**config.mk**
```make
export PLATFORM = sky130hd
export DESIGN_NAME = fifo_buffer
export DESIGN_NICKNAME = d
export VERILOG_FILES = /design/src/rtl/fifo_buffer.sv
export SDC_FILE = /design/constraint.sdc
export NUM_CORES = 2
export LEC_CHECK = 0
export ABC_AREA = 1
export CAP_MARGIN = 5
export CORE_MARGIN = 1
export CORE_UTILIZATION = 60
export CTS_BUF_LIST = sky130_fd_sc_hd__clkbuf_8
export DETAILED_ROUTE_END_ITERATION = 7
export GPL_ROUTABILITY_DRIVEN = 1
export PLACE_DENSITY = 0.75
export SYNTH_ARGS = -nofsm -noshare
export SYNTH_HDL_FRONTEND = slang
export SYNTH_SLANG_ARGS = --single-unit
```
**constraint.sdc**
```tcl
create_clock -name clock -period 5.2 [get_ports clock]
set_input_delay 0.52 -clock clock [delete_from_list [all_inputs] [get_ports clock]]
set_output_delay 0.52 -clock clock [all_outputs]
set_load 0.05 [all_outputs]
```
**src/rtl/fifo_buffer.sv**
```systemverilog
// Single-clock show-ahead FIFO of 2**LOG_DEPTH entries; the head entry is visible on q before it is dequeued.
// Optional FIFO_OVERFLOW_CHECK_EN adds simulation-only overflow/underflow messages.
module fifo_buffer #(
    parameter int WIDTH     = 64,
    parameter int LOG_DEPTH = 5
) (
    input  logic             clock,
    input  logic             reset_n,
    input  logic             wrreq,
    input  logic [WIDTH-1:0] data,
    input  logic             rdreq,
    output logic [WIDTH-1:0] q,
    output logic             full,
    output logic             empty
);

    localparam int DEPTH = 1 << LOG_DEPTH;
    localparam logic [LOG_DEPTH:0] PTR_ONE = (LOG_DEPTH+1)'(1);

    logic [WIDTH-1:0]   storage [DEPTH];
    logic [LOG_DEPTH:0] wr_ptr;
    logic [LOG_DEPTH:0] rd_ptr;
    logic               wr_accept;
    logic               rd_accept;

    // A write into a full FIFO is dropped even when a read frees a slot in the same cycle.
    assign wr_accept = wrreq && !full;
    assign rd_accept = rdreq && !empty;

    always_ff @(posedge clock or negedge reset_n) begin
        if (!reset_n) begin
            wr_ptr <= '0;
            rd_ptr <= '0;
        end else begin
            if (wr_accept) wr_ptr <= wr_ptr + PTR_ONE;
            if (rd_accept) rd_ptr <= rd_ptr + PTR_ONE;
        end
    end

    // Storage is deliberately not reset; only the pointers define valid contents.
    always_ff @(posedge clock) begin
        if (wr_accept) storage[wr_ptr[LOG_DEPTH-1:0]] <= data;
    end

    assign empty = (wr_ptr == rd_ptr);
    assign full  = (wr_ptr[LOG_DEPTH-1:0] == rd_ptr[LOG_DEPTH-1:0]) &&
                   (wr_ptr[LOG_DEPTH] != rd_ptr[LOG_DEPTH]);
    assign q     = empty ? '0 : storage[rd_ptr[LOG_DEPTH-1:0]];

`ifdef FIFO_OVERFLOW_CHECK_EN
    always @(posedge clock) begin
        if (reset_n) begin
            if (wrreq && full)  $error("FIFO overflow at time %0t", $time);
            if (rdreq && empty) $error("FIFO underflow at time %0t", $time);
        end
    end
`else
`endif

endmodule

```
==> impl_metrics.yaml <==
floorplanning:
  dieHeight_um: 376
  pin_count: 134
  start_util_pct: 60.7
  die_w_um: 376
  die-area_um2: 141000
  num_rows: 136
  core_um2: 138000
layout:
  area_growth_pct: 10.3
  finalInstanceArea_um2: 92600
  fin_cells: 9706
  fillers: 9944
  final_common_cell: "nand2_1"
  drive_above_1_share_pct: 7.76
  nets: 7697
  final_cell_mix: "nand2_1, edfxtp_1, nand3_1"
critical_path:
  cp.depth: 8
  reg2reg_to: "storage[9][3]"
  slowest_stage: "dfrtp_1"
  cp.required_ns: 4.68
  startpoint: "rd_ptr[2]"
  critPathMaxStageDelay_ns: 0.79
  end_kind: "output pin"
  crit_chain: "nand2_4 > clkinv_8 > buf_4 > nand2_1 > nand3_1 > nand3_1 > a21oi_1 > buf_4"
  rrSetupSlack_ns: 1.33
  startpoint_type: "flip-flop"
  timing_worst_setup_path_type: "reg -> out"
  worstSetupEndpoint: "q[63]"
  rr_worst_depth: 9
  arrival_ns: 4.57
  path_buf_inv: 3
  worst-path-max-fanout: 90
  crit_family: "buffers and inverters"
  timing.rr.start: "rd_ptr[3]"
cts:
  clock-sinks: 2060
  clockRootBuffer: "clkbuf_8"
  cts_tree: "yes"
  htree_num_levels: 5
  clock_path_buffers: 4
  cts_made_buffers: 334
  post_cts_buffers: 0
  clkLatencyLatePin_ns: 1.05
  cts.clk_slew.worst_paths_ns: 0.06
placement:
  dpl.cell_count: 9150
  placed_cell_area_um2: 87000
  place_hpwl_um: 107000
  routabilityCongestion: 0.813
  numPortBuffers: 133
routing:
  routed_wl_um: 226000
  drc: 0
  firstDrtPassIters: 7
  vias: 57000
  first_iter_violations: 7977
  routedWlPerCell_um: 23.2
  final_antenna_net_count: 0
  via_per_inst: 5.87
yosys:
  yosysWarnings: 0
  synth_nets: 7523
  netlist_area_um2: 83900
  yosysSeqAreaShare_pct: 73.6
  ys_ff_latch: 2060
  postSynthCellCount: 7450
  synth.avg_cell_area_um2: 11.3
  synth.distinct_cells: 22
job:
  cap_viol_max_count: 0
sta:
  max_freq_mhz: 196
  tightestPinTransition_ns: 1.30
  period_share_pct: 97.9
  whs_ns: 0.343
  min_period_ns: 5.09
  maxSlewViolCount: 0
  finClkSkew_ns: 0.0680
  setup_viol: 0
  rsz0062_at_grt: "false"
  finalSetupTns_ns: 0
  report.final.hold_viol_count: 0
  slew-limit-headroom_pct: 13.2
pwr:
  p_int_mw: 30.1
  peakVddDrop_uv: 870
  pwr-share-seq_pct: 38.3
  p_sw_share_pct: 40.7
  powerDensity_nw_per_um2: 548
  p_sw_mw: 20.7
  p_comb_share_pct: 37.8
  clockPowerShare_pct: 23.9
  p_leak_nw: 35.4
  power_mw: 50.8
global_routing:
  antenna_found_initial: 10
  grt_usage_pct: 31.9
  grt_pass1_wl_um: 334000
  grt_overflow_total: 0
  grt_max_degree: 256
  grt_pass1_vias: 54400
hold_path:
  min_path_cells: 3
  min_path_type: "in -> reg"
run_status:
  outcome: "completed"
how the worst min path moves through the flow:
stage,start,to,slack (ns)
CTS,data[7],storage[15][7],0.28
finish,rdreq,rd_ptr[0],0.34
global placement,wr_ptr[5],wr_ptr[5],0.53
global route,rdreq,rd_ptr[3],0.34
floorplan,reset_n,rd_ptr[0],0.22
detailed placement,wr_ptr[5],wr_ptr[5],0.53
area by class of cell:
class | instances | area [um2] | area share [%]
flip-flops and latches | 2060 | 61800 | 66.7
multi-input cells | 4760 | 19600 | 21.2
clock buffers | 339 | 4670 | 5.04
repair buffers | 258 | 2420 | 2.62
well taps | 1863 | 2330 | 2.52
clock inverters | 208 | 871 | 0.940
inverters | 210 | 831 | 0.897
diodes | 8 | 20.0 | 0.0216
sequential cells by signal, indices dropped and copies added (netlist names):
register,flops
rd_ptr,6
storage,2048
wr_ptr,6
synth_stat cells (all sizes together):
cell	count	area, um2
dfrtp	12	300
nand2	3518	13200
inv	209	785
xor2	8	70.1
clkbuf	133	499
nor3	5	25.0
nand3	922	4610
or2	1	6.26
edfxtp	2048	61500
nor2	109	414
buf	287	1450
ha	5	62.6
clkinv	1	5.00
a21oi	187	936
xnor2	3	26.3
o211ai	2	15.0
cell families (layout without fill, tap and decap cells):
kind of cell | Yosys count | in the layout | share of synthesized area (%)
simple gates | 4555 | 4555 | 21.8
flops | 2060 | 2060 | 73.6
buf+inv | 630 | 1015 | 3.26
compound gates | 189 | 189 | 1.13
xor+xnor | 11 | 11 | 0.115
fa+ha+maj | 5 | 5 | 0.0745
other cells | 0 | 8 | 0
tightest hold or removal path: stages:
cell	delay, ns
clkdlybuf4s50_1	0.60
nand3_1	0.17
nand2_1	0.06
what timing repair did:
action | 4_1_cts | 5_1_grt
endpoints found under the hold margin | 12 | 0
resized for setup | 0 | 2
setup endpoints to repair | 0 | 2
hold buffers | 1 | 0
routing by layer:
metal / vias to the layer above / GRT usage [%] / part of all wire, %
met5: - / 0 / 0.013
met2: 3549 / 50.8 / 47
met4: 6 / 13.4 / 4.0
met3: 568 / 6.13 / 11
met1: 27300 / 43.3 / 37
li1: 25500 / - / -
power groups by stage:
stage                     clock [mW]  combinational (mW)  sequential [mW]
after floorplan                    0                13.0             19.6
after global placement             0                18.7             19.7
after detailed placement           0                18.9             19.8
after CTS                       12.3                19.0             19.4
after global routing            13.0                20.6             19.5
final                           12.1                19.2             19.4
stage by stage:
step,utilization [%],worst slack [ns]
floorplan,-,0.666
global placement,63.0,1.19
detailed placement,63.0,1.15
CTS,67.0,0.0174
global route,67.0,0.0660
finish,67.0,0.110
Power figures use the tool's default switching activity.
